**src/rtl/unified_mem_ctrl.sv**
```systemverilog
// Unified fetch/load-store controller onto one single-port word memory with RV32I lane handling.
// Optional misaligned-access trap: define MEM_MISALIGN_TRAP_EN.
module unified_mem_ctrl #(
    parameter int unsigned ADDR_W    = 8,
    parameter bit          DATA_PRIO = 1'b1
) (
    input  logic              clk,
    input  logic              rst,
    input  logic              if_req,
    input  logic [ADDR_W-1:0] if_addr,
    output logic [31:0]       if_rdata,
    output logic              if_valid,
    input  logic              d_req,
    input  logic              d_we,
    input  logic [2:0]        d_funct3,
    input  logic [ADDR_W-1:0] d_addr,
    input  logic [31:0]       d_wdata,
    output logic [31:0]       d_rdata,
    output logic              d_valid,
    output logic              stall,
    output logic              mem_en,
    output logic [3:0]        mem_be,
    output logic [ADDR_W-3:0] mem_addr,
    output logic [31:0]       mem_wdata,
`ifdef MEM_MISALIGN_TRAP_EN
    output logic              misalign,
`endif
    input  logic [31:0]       mem_rdata
);

    typedef enum logic [1:0] {
        StIdle,
        StFetch,
        StData
    } state_e;

    typedef enum logic [1:0] {
        SzByte,
        SzHalf,
        SzWord
    } size_e;

    state_e      state_q, state_d;
    logic [2:0]  funct3_q, funct3_d;
    logic [1:0]  addr_lo_q, addr_lo_d;
    logic        we_q, we_d;
    logic        mis_q, mis_d;
    logic        if_done_q, if_done_d;
    logic        d_done_q, d_done_d;

    logic        if_pend, d_pend, grant_d, grant_if;
    logic        if_done, d_done;
    logic        mis_now;
    size_e       st_size, ld_size;
    logic [3:0]  st_be;
    logic [31:0] st_wdata;
    logic        ld_uns;
    logic [7:0]  ld_byte;
    logic [15:0] ld_half;
    logic [31:0] ld_data;

    // Fetch addresses are word-aligned; the low bits carry no information.
    logic unused_if_lo;
    assign unused_if_lo = ^if_addr[1:0];

    // Reserved encodings fall through to word accesses.
    function automatic size_e size_of(input logic [2:0] f3);
        unique case (f3)
            3'b000, 3'b100: size_of = SzByte;
            3'b001, 3'b101: size_of = SzHalf;
            default:        size_of = SzWord;
        endcase
    endfunction

    always_comb begin
        st_size  = size_of(d_funct3);
        st_be    = 4'b0000;
        st_wdata = d_wdata;
        unique case (st_size)
            SzByte: begin
                st_be    = 4'b0001 << d_addr[1:0];
                st_wdata = {4{d_wdata[7:0]}};
            end
            SzHalf: begin
                st_be    = 4'b0011 << {d_addr[1], 1'b0};
                st_wdata = {2{d_wdata[15:0]}};
            end
            default: begin
                st_be    = 4'b1111;
                st_wdata = d_wdata;
            end
        endcase
    end

`ifdef MEM_MISALIGN_TRAP_EN
    assign mis_now = ((st_size == SzHalf) && d_addr[0])
                  || ((st_size == SzWord) && (d_addr[1:0] != 2'b00));
`else
    assign mis_now = 1'b0;
`endif

    always_comb begin
        ld_size = size_of(funct3_q);
        ld_uns  = funct3_q[2];
        ld_byte = 8'h00;
        unique case (addr_lo_q)
            2'd0: ld_byte = mem_rdata[7:0];
            2'd1: ld_byte = mem_rdata[15:8];
            2'd2: ld_byte = mem_rdata[23:16];
            2'd3: ld_byte = mem_rdata[31:24];
            default: ld_byte = 8'h00;
        endcase
        ld_half = addr_lo_q[1] ? mem_rdata[31:16] : mem_rdata[15:0];
        ld_data = mem_rdata;
        unique case (ld_size)
            SzByte:  ld_data = ld_uns ? {24'h0, ld_byte} : {{24{ld_byte[7]}}, ld_byte};
            SzHalf:  ld_data = ld_uns ? {16'h0, ld_half} : {{16{ld_half[15]}}, ld_half};
            default: ld_data = mem_rdata;
        endcase
    end

    always_comb begin
        state_d   = state_q;
        funct3_d  = funct3_q;
        addr_lo_d = addr_lo_q;
        we_d      = we_q;
        mis_d     = mis_q;
        if_rdata  = 32'h0;
        if_valid  = 1'b0;
        d_rdata   = 32'h0;
        d_valid   = 1'b0;
        mem_en    = 1'b0;
        mem_be    = 4'b0000;
        mem_addr  = '0;
        mem_wdata = 32'h0;
`ifdef MEM_MISALIGN_TRAP_EN
        misalign  = 1'b0;
`endif
        if_pend   = if_req & ~if_done_q;
        d_pend    = d_req & ~d_done_q;
        grant_d   = d_pend & (DATA_PRIO | ~if_pend);
        grant_if  = if_pend & ~grant_d;

        // Every output and the memory strobe are forced quiet while reset is sampled.
        if (!rst) begin
            state_d = StIdle;
        end else begin
            unique case (state_q)
                StIdle: begin
                    if (grant_d) begin
                        mem_en    = 1'b1;
                        mem_addr  = d_addr[ADDR_W-1:2];
                        if (d_we && !mis_now) begin
                            mem_be    = st_be;
                            mem_wdata = st_wdata;
                        end
                        funct3_d  = d_funct3;
                        addr_lo_d = d_addr[1:0];
                        we_d      = d_we;
                        mis_d     = mis_now;
                        state_d   = StData;
                    end else if (grant_if) begin
                        mem_en   = 1'b1;
                        mem_addr = if_addr[ADDR_W-1:2];
                        state_d  = StFetch;
                    end
                end
                StFetch: begin
                    if_valid = 1'b1;
                    if_rdata = mem_rdata;
                    state_d  = StIdle;
                end
                StData: begin
                    d_valid = 1'b1;
                    if (!we_q && !mis_q) begin
                        d_rdata = ld_data;
                    end
`ifdef MEM_MISALIGN_TRAP_EN
                    misalign = mis_q;
`endif
                    state_d = StIdle;
                end
                default: state_d = StIdle;
            endcase
        end
    end

    // A completed requester stays marked done until the core advances or drops the request.
    always_comb begin
        if_done   = if_done_q | if_valid;
        d_done    = d_done_q | d_valid;
        stall     = rst & ((if_req & ~if_done) | (d_req & ~d_done));
        if_done_d = if_done & if_req & stall;
        d_done_d  = d_done & d_req & stall;
    end

    always_ff @(posedge clk) begin
        if (!rst) begin
            state_q   <= StIdle;
            funct3_q  <= 3'b000;
            addr_lo_q <= 2'b00;
            we_q      <= 1'b0;
            mis_q     <= 1'b0;
            if_done_q <= 1'b0;
            d_done_q  <= 1'b0;
        end else begin
            state_q   <= state_d;
            funct3_q  <= funct3_d;
            addr_lo_q <= addr_lo_d;
            we_q      <= we_d;
            mis_q     <= mis_d;
            if_done_q <= if_done_d;
            d_done_q  <= d_done_d;
        end
    end

endmodule

```
**config.mk**
```make
export PLATFORM = sky130hd
export DESIGN_NAME = unified_mem_ctrl
export DESIGN_NICKNAME = d
export VERILOG_FILES = /design/src/rtl/unified_mem_ctrl.sv
export SDC_FILE = /design/constraint.sdc
export NUM_CORES = 1
export LEC_CHECK = 0
export ABC_CLOCK_PERIOD_IN_PS = 2700
export BUFFER_PORTS_ARGS = -buffer_cell sky130_fd_sc_hd__buf_2
export CAP_MARGIN = 20
export CORE_ASPECT_RATIO = 0.7
export CORE_MARGIN = 1
export CORE_UTILIZATION = 41
export CTS_CLUSTER_DIAMETER = 50
export DETAILED_ROUTE_END_ITERATION = 12
export PLACE_DENSITY = 0.94
export SLEW_MARGIN = 5
export SYNTH_ARGS = -nofsm -noshare
export SYNTH_HDL_FRONTEND = slang
export SYNTH_SLANG_ARGS = --single-unit
```
**constraint.sdc**
```tcl
create_clock -name clk -period 2.7 [get_ports clk]
set_clock_uncertainty 0.2 [all_clocks]
set_input_delay 0.135 -clock clk [delete_from_list [all_inputs] [get_ports clk]]
set_output_delay 0.135 -clock clk [all_outputs]
set_load 0.05 [all_outputs]
```
* After elaboration in Yosys (flattened, before gate mapping)
Cells that the tools add are included.
** Cells by class
- Add/subtract/negate cells :: 0
- Multipliers :: 0
- Divide/modulo/power cells :: 0
- Magnitude comparators :: 0
- Equality and inequality tests :: 13
- Shift-type cells :: 2
- Multiplexer cells :: 36
- Bitwise logic cells :: 20
- Reductions and logical operators :: 14
** Operators by type and width (number)
- $mux W32 :: 11
- $pmux W32 S2 :: 2
- $pmux W8 S4 :: 1
- $mux W6 :: 4
- $mux W16 :: 1
- $mux W4 :: 4
- $eq A3 B3 Y1 const B :: 4
- $and A1 B1 Y1 :: 10
- $eq A2 B1 Y1 const B :: 4
- $logic_not A2 Y1 :: 4
- $mux W1 :: 8
- $pmux W2 S2 :: 2
- $pmux W4 S2 :: 1
- $reduce_or A2 Y1 :: 4
- $not A1 Y1 :: 7
- $eq A2 B2 Y1 const B :: 3
- $eq A3 B1 Y1 const B :: 2
- $logic_not A3 Y1 :: 2
- $mux W2 :: 2
- $reduce_and A2 Y1 :: 2
- $shl A1 B2 Y4 const A :: 1
- $shl A2 B2 Y4 const A :: 1
- $or A1 B1 Y1 :: 3
- $reduce_or A3 Y1 :: 1
- $reduce_bool A2 Y1 :: 1
** Word-level totals
- Flip-flop bits (word level) :: 10
- Latch bits :: 0
- Memory bits (writable) :: 0
- Memory bits (read-only) :: 0
- Input port bits :: 88
- Output and inout bits :: 110
- Logic and storage cells :: 92
- Memories kept :: 0

* Longest topological paths before layout
Gate-level depths: netlist of run 1.
- Word-level depth :: 9
- Mapped depth :: 6

* Worst setup path before layout of run 1
OpenSTA, ideal clock, no wires.
- Path type :: register -> output
- Start point :: register state_q[0]
- End point :: output d_rdata[6]
- Arrival :: 2.286 ns
- Required time :: 2.365 ns
- Path slack :: 0.079 ns
- Stages on the path, launching flop included :: 7
- Path buffers :: 2
- Cells stage by stage :: dfxtp_1 buf_6 nor2b_4 nor3b_4 buf_2 o21ai_1 a221oi_1
** Between the ends
- Cells in the longest elaborated chain, start to end :: 3
** Ends and longest elaborated chain
- start, declared :: RTL line 43 : state_e state_q, state_d;
- start signal, assigned :: RTL line 199 : state_q <= StIdle;
- start signal, assigned :: RTL line 207 : state_q <= state_d;
- $eq A2 B2 Y1 :: RTL line 148 : unique case (state_q)
- $mux W32 :: RTL line 148
- $mux W32 :: RTL line 145 : if (!rst) begin
- end, declared :: RTL line 18 : output logic [31:0] d_rdata,
No other way between the ends.

* Worst setup path after layout of run 1
- Start point :: register funct3_q[1]
- End point :: output d_rdata[4]
** Between the ends
- Cells in the longest elaborated chain, start to end :: 8
- Elaborated cells between the ends (all ways) :: 13
** Ends and longest elaborated chain
- start, declared :: RTL line 44 : logic [2:0] funct3_q, funct3_d;
- start signal, assigned :: RTL line 208 : funct3_q <= funct3_d;
- $eq A3 B1 Y1 (tied with other cells) :: RTL line 68 : unique case (f3)
- $reduce_or A2 Y1 :: RTL line 68
- $pmux W2 S2 (*) :: RTL line 68
- $eq A2 B1 Y1 or $logic_not A2 Y1 (tied branches) :: RTL line 115 : unique case (ld_size)
- $pmux W32 S2 (*) :: RTL line 115
- $mux W32 (*) :: RTL line 175 : if (!we_q && !mis_q) begin
- $mux W32 (*) :: RTL line 148
- $mux W32 (*) :: RTL line 145
Mark *: on every way between the ends. The rest lies on a longest branch, timed or not.

==> results by group, run 1 <==
Synth
  • Largest cells by area after synthesis: mux2i_1, and2_1, a21oi_1
  • Library cells used by synthesis: 36
  • YS warnings: 0
  • Mean cell area of the mapped netlist: 6.693 sq um
  • Synth top cells by count: nor2_1, and2_1, a21oi_1
  • Count of state elements after synthesis: 10
  • Asr flop ratio synth: 0%
  • Synthesized area: about 2100 sq um
  • Post-synth EDFFs: 0
  • Primary FF master, synth: dfxtp_1
  • Sequential element share of the synthesized area: 9.319%
  • Synth area leader: mux2i_1
  • Cells after Synth: 321
  • Count leader, synth: nor2_1
  • Top cell type's share of synthesized area: 13.98%
  • Syn nets: 409

Timing
  • Final setup fails: 0
  • Slew HR: 58.26%
  • F_max: 395.4 MHz
  • Setup TNS: 0 ps
  • Fin. Hold Viols: 0
  • Final Slew Violations: 0
  • RSZ-0062 raised after global routing: no
  • Worst-Margin Slew: 626.1 ps
  • Setup ws final: 170.9 ps
  • Final worst path period share: 93.67%
  • Fin crit period: 2529 ps

CTS
  • Total clock sinks: 10
  • CTS max path bufs: 2
  • CTS H-tree depth: 1
  • TritonCTS buffer count: 3
  • Clk_lat worst skew: 230 ps
  • CTS Root Buffer Type: clkbuf_8
  • Worst-path clk slew: 50 ps
  • TritonCTS clock tree: built

Final layout
  • N_diodes: 0
  • FF+latch area: approximately 200 sq um
  • Final cell count without fillers: roughly 570
  • Area of the multi-input gates: 1782 sq um
  • Fillers: 474
  • Layout cells sized above 1: between 40 and 50%
  • NumNets Final: between 500 and 600
  • Utilization after layout: 65.70%
  • Area Growth Syn to Fin: 50.26%

Run
  • Total of max-cap violations: 0

Run status
  • Status: completed

Placement
  • Placer Congestion: 0.8257
  • Dpl hpwl: 6555 um
  • Dpl ws: 362.7 ps
  • PortBufs: 195
  • Post-Place Cells: ~560

Floorplanning
  • Initial Util: a little over two fifths
  • Die Ht: 62.57 um
  • Site row count: 21
  • Die footprint: between 5000 and 6000 sq um
  • Num ports: 198
  • Core area: 4913 sq um
  • Die Span X: 88.52 um

Pwr
  • Pwr Density: a little under 300 nW/um^2
  • PnR Total Power: 0.0009376 W
  • P_leak: 1.894 nW
  • Peak supply drop: ~0.18 mV

Route
  • DRC viols: 0
  • TritonRoute pass-1 iters: 6
  • Wire length per cell: ~15 um
  • Vias per cell: roughly 5.5
  • Initial DRC count: 269
  • Remaining antenna violation count: 0
  • Vias post-DR: between 3k and 4k
  • Drt total wl: 8422 um

Worst setup path
  • Worst Setup End Kind: output pin
  • Cells along the critical path: clkinvlp_4 -> nand2_1 -> o22ai_1 -> a221oi_1 -> buf_2
  • Crit path largest cell delay: 500 ps
  • Worst-path maximum fanout: 17
  • Crit. Startpoint: funct3_q[1]$_SDFFE_PN0P_
  • CP arrival: 2190 ps
  • Req. time, crit path: 2370 ps
  • Reg-to-Reg Start: d_done_q$_SDFF_PN0_
  • Critical Path Start Type: register
  • Crit Path Category: register to output pin
  • Slowest CP cell: dfxtp_1

Global route
  • M1 GR Usage: 36.28%
  • Largest net degree at the start of global routing: 37
  • First-pass GRT wire length: approximately 13000 um
  • Global route hottest layer: met2
  • Vias in the first global route: around 2.8k
  • Initial antenna violation count: 0
  • All-layer global routing usage: 29.29%
  • Met2 Resource Use GR: 50.58%
  • Grt met3 use: 5.020%
  • Global route total overflow: 0

Min path
  • Hold wc startpoint: d_addr[1]
  • Tightest Hold Check Type: primary input to register
==> placed cells by master, fill, tap and decap left out, types with 3 or more instances in the layout <==
| master | count |
|---|---|
| and2_1 | 41 |
| o211a_1 | 16 |
| a21oi_1 | 39 |
| dlygate4sd3_1 | 3 |
| dfxtp_1 | 10 |
| nor2b_1 | 8 |
| nor2_1 | 45 |
| buf_2 | 195 |
| buf_4 | 7 |
| mux2_2 | 7 |
| o21ai_0 | 29 |
| mux2i_1 | 30 |
| o22ai_1 | 7 |
| nand2_1 | 20 |
| a22oi_1 | 6 |
| clkbuf_8 | 4 |
| a221oi_1 | 7 |
| nand2b_1 | 4 |
| inv_1 | 5 |
==> critical path: cells and delay by family (launching register included) <==
| family | cells | cell delay (ps) |
|---|---|---|
| simple gates | 1 | 330 |
| compound gates | 2 | 420 |
| buf+inv | 2 | 700 |
| flops | 1 | 500 |
==> power by group <==
part | leakage (nW) | switching (W) | internal [W] | total (W)
registers | 0.0819 | 0.0000156 | 0.000156 | 0.000172
clock network | 0.0288 | 0.0000616 | 0.000128 | 0.000190
logic | 1.78 | 0.000390 | 0.000186 | 0.000576
==> cell type report <==
type | instances | share of cell area [%]
Sequential cell | 10 | 6.202
Inverter | 6 | 0.8140
Timing Repair Buffer | 206 | 33.41
Tap cell | 69 | 2.674
Multi-Input combinational cell | 277 | 55.19
Clock buffer | 4 | 1.705
==> kinds of logic after synthesis <==
| logic type | count (synthesis) | synth area share, % |
|---|---|---|
| AO/OA/AOI/OAI | 111 | 33.55 |
| adder cells (fa/ha/maj) | 1 | 0.4659 |
| buffers and inverters | 34 | 7.920 |
| flip-flops | 10 | 9.318 |
| multiplexers | 37 | 17.65 |
| AND/OR/NAND/NOR | 128 | 31.10 |
==> flip-flops by register name, indices dropped and copies added (netlist names) <==
register   flops
funct3_q       3
addr_lo_q      2
state_q        2
d_done_q       1
if_done_q      1
we_q           1
==> final timing paths <==
| kind | endpoint | slack [ps] | cells after the start |
|---|---|---|---|
| setup reg to reg | addr_lo_q[0]$_SDFFE_PN0P_ | 1020 | 4 |
| hold reg to reg | we_q$_SDFFE_PN0P_ | 300 | 2 |
| hold / removal | addr_lo_q[1]$_SDFFE_PN0P_ | 20 | 3 |
| setup / recovery | d_rdata[4] | 170 | 5 |
==> per-layer routing <==
layer	part of all wire [%]	up-vias
met2	49	159
met4	2.4	0
li1	-	1513
met5	0	-
met3	6.9	26
met1	42	1441
==> per-stage QoR <==
step / hold WS (ps) / area, sq um
3_3_place_gp: 193.4 / 3115
3_5_place_dp: 208.8 / 3115
5_1_grt: 48.31 / 3228
4_1_cts: 21.35 / 3201
2_1_floorplan: 104.5 / 2148
6_report: 18.64 / 3228
==> what timing repair did <==
item | CTS | global route
resized for setup | 0 | 2
setup endpoints to repair | 0 | 25
hold buffers | 3 | 0
endpoints found under the hold margin | 3 | 0
buffers inserted | 0 | 1
Power figures use the tool's default switching activity.
==> run 2: changes to the inputs <==
- ABC_AREA: unset -> 1
- CORE_MARGIN: 1 -> 5
- CORE_UTILIZATION: 41 -> 42
- GPL_TIMING_DRIVEN: unset -> 0
- PLACE_DENSITY: 0.94 -> 0.95
==> run 2 against run 1 <==
Against the previous run: critical endpoint is now d_rdata[28]; synthesized area grew 3.1%; non-clock buffer count grew 18; total power grew 8.5%; final cell count grew 22%; die area grew 24%; via count grew 20%; sequential power is essentially flat; sequential share of layout area shrank 0.20 points; synthesized cell count grew 34%; sequential cell count is the same; largest power group unchanged; clock power shrank 18%.
==> results by group, run 2 <==
Run status
  • Status: completed

Timing
  • Setup TNS: 0 ps
  • F_max: between 400 and 500 MHz
  • RSZ-0062 raised after global routing: no
  • Hold slack: 3.010 ps
  • Fin. Hold Viols: 0
  • Setup ws final: 331.6 ps
  • Final Slew Violations: 0
  • Final setup fails: 0
  • Worst-Margin Slew: 574.8 ps
  • Fin crit period: 2368 ps
  • Slew HR: 61.54%
  • Final worst path period share: 87.72%

Synth
  • Mean cell area of the mapped netlist: 5.165 sq um
  • Post-synth EDFFs: 0
  • Simple-gate share of the synthesized area: 32.24%
  • Post-Synth XOR/XNOR Area: 0%
  • Count of state elements after synthesis: 10
  • Library cells used by synthesis: 31
  • Count leader, synth: nor2_1
  • Primary FF master, synth: dfxtp_1
  • Mux cell area share after synthesis: 0%
  • Top cell type's share of synthesized area: 16.94%
  • Synthesized area: 2216 sq um
  • Syn nets: 517
  • Largest cells by area after synthesis: o21ai_0, nor2_1, a21oi_1
  • Area share of fa/ha/maj cells after synthesis: 0%
  • Sequential element share of the synthesized area: 9.034%
  • YS warnings: 0
  • Synth area leader: o21ai_0
  • Synth top cells by count: nor2_1, o21ai_0, inv_1
  • Complex-gate fraction of the synthesized area: 40.15%
  • Cells after Synth: 429
  • Asr flop ratio synth: 0%
  • Largest family of logic cells by synthesized area: compound AO/OA/AOI/OAI gates

Final layout
  • Max reg flops: 3
  • NumNets Final: 718
  • Most common cell after layout, fill and taps aside: buf_2
  • Area Growth Syn to Fin: 50.65%
  • Utilization after layout: 64.51%
  • Most frequent cells in the layout: buf_2, nor2_1, o21ai_0
  • Largest registers: funct3_q (3), addr_lo_q (2), state_q (2)
  • Area of the multi-input gates: 1604 sq um
  • Layout cells sized above 1: a little under two fifths
  • Largest reg by FF count: funct3_q
  • Fillers: around 540
  • FF+latch area: between 200 and 250 sq um
  • N_diodes: 0
  • Final instance area: 3338 sq um

CTS
  • CTS H-tree depth: 1
  • CTS Root Buffer Type: clkbuf_8
  • Post-CTS Resized: 0
  • CTS max path bufs: 2
  • Total clock sinks: 10
  • TritonCTS buffer count: 3
  • Clk_lat worst skew: 230 ps
  • Worst-path clk slew: 50 ps
  • TritonCTS clock tree: built
  • Setup repair bufs after CTS: 0

Placement
  • PortBufs: slightly below 200
  • Dpl hpwl: 9109 um
  • Placer Congestion: 1.025
  • Dpl ws: between 600 and 700 ps
  • Placed Area: 3277 sq um

Worst setup path
  • Worst-path maximum fanout: 10
  • Crit path largest cell delay: 420 ps
  • Critical Path Start Type: register
  • CP arrival: 2030 ps
  • CP bufs+invs: 4
  • Crit path top cell by count: buf_2
  • Req. time, crit path: approximately 2400 ps
  • Cells along the critical path: inv_2 -> clkbuf_1 -> buf_2 -> o21ai_0 -> a21oi_1 -> buf_2
  • CP top delay family: buffers and inverters
  • Slowest CP cell: dfxtp_1
  • Worst Setup End Kind: output pin
  • Crit Path Category: register to output pin

Pwr
  • Switching Fraction: 55.98%
  • Combinational share of power: 67.9%
  • Clk pwr share: 15.2%
  • Flop pwr share: 16.8%
  • Pwr Density: between 300 and 400 nW/um^2
  • P_leak: 1.970 nW
  • Cell internal pwr: 0.0004477 W
  • Switching power: 0.0005694 W
  • Peak supply drop: 0.1441 mV

Route
  • DRC viols: 0
  • Wire length per cell: 15.96 um
  • Initial DRC count: 376
  • TritonRoute pass-1 iters: 5
  • Remaining antenna violation count: 0
  • Vias per cell: 5.401
  • Drt total wl: 11180 um
  • Vias post-DR: about 3.8k

Floorplanning
  • Die Span X: 96.82 um
  • Die footprint: just under 7000 sq um
  • Num ports: 198
  • Site row count: 22
  • Die Ht: 70.77 um
  • Initial Util: 42.82%
  • Core area: 5175 sq um

Global route
  • First-pass GRT wire length: approximately 17000 um
  • Vias in the first global route: 3420
  • All-layer global routing usage: 29.86%
  • Largest net degree at the start of global routing: 11
  • Initial antenna violation count: 0
  • Global route total overflow: 0

Run
  • Total of max-cap violations: 0

Min path
  • Tightest Hold Check Type: primary input to register
-- run 2: kinds of logic after synthesis --
family	after synthesis
AOI/OAI and AO/OA	156
buffers and inverters	95
DFF	10
and+or+nand+nor	168
-- run 2: worst min-delay path, delay by kind of cell --
| family | cells | cell delay (ps) |
|---|---|---|
| buffers and inverters | 1 | 150 |
| and+or+nand+nor | 2 | 100 |
-- run 2: power by group through the flow --
stage               registers (W)  logic, W  clock network (W)
floorplan                0.000170  0.000464                  0
global placement         0.000173  0.000661                  0
detailed placement       0.000173  0.000671                  0
CTS                      0.000171  0.000677           0.000153
global route             0.000173  0.000738           0.000163
finish                   0.000171  0.000691           0.000155
-- run 2: what timing repair did --
item                                    CTS  global route
endpoints found under the hold margin     2             0
hold buffers                              2             0
endpoints found under the setup margin    0             0
-- run 2: metal layers --
| metal | vias to the layer above | routed length, um | global-route usage, % |
|---|---|---|---|
| met4 | 0 | 218 | 5.607 |
| met1 | 1707 | 4600 | 41.37 |
| li1 | 1814 | - | - |
| met3 | 28 | 1261 | 7.980 |
| met5 | - | 0 | 0 |
| met2 | 232 | 5095 | 47.02 |
-- run 2: layout make-up --
type | instances | share of cell area (%)
Clock buffer | 3 | 1.237
Inverter | 67 | 7.534
Multi-Input combinational cell | 324 | 48.05
Tap cell | 72 | 2.699
Timing Repair Buffer | 196 | 29.69
Sequential cell | 10 | 5.997
Buffer | 28 | 4.798
-- run 2: metrics by stage --
step	std cells	total power, W
final	700	0.001017
after global routing	700	0.001074
after CTS	700	0.001001
after detailed placement	695	0.0008447
after global placement	695	0.0008340
after floorplan	429	0.0006342
-- run 2: path summary, 6_finish.rpt --
check                             end                startpoint  slack, ps  cells past startpoint
min               d_done_q$_SDFF_PN0_                       rst          3                      3
max                       d_rdata[28]  funct3_q[1]$_SDFFE_PN0P_        330                      6
min reg2reg  funct3_q[0]$_SDFFE_PN0P_  funct3_q[0]$_SDFFE_PN0P_        310                      2
max reg2reg  funct3_q[1]$_SDFFE_PN0P_  funct3_q[1]$_SDFFE_PN0P_       1050                      4
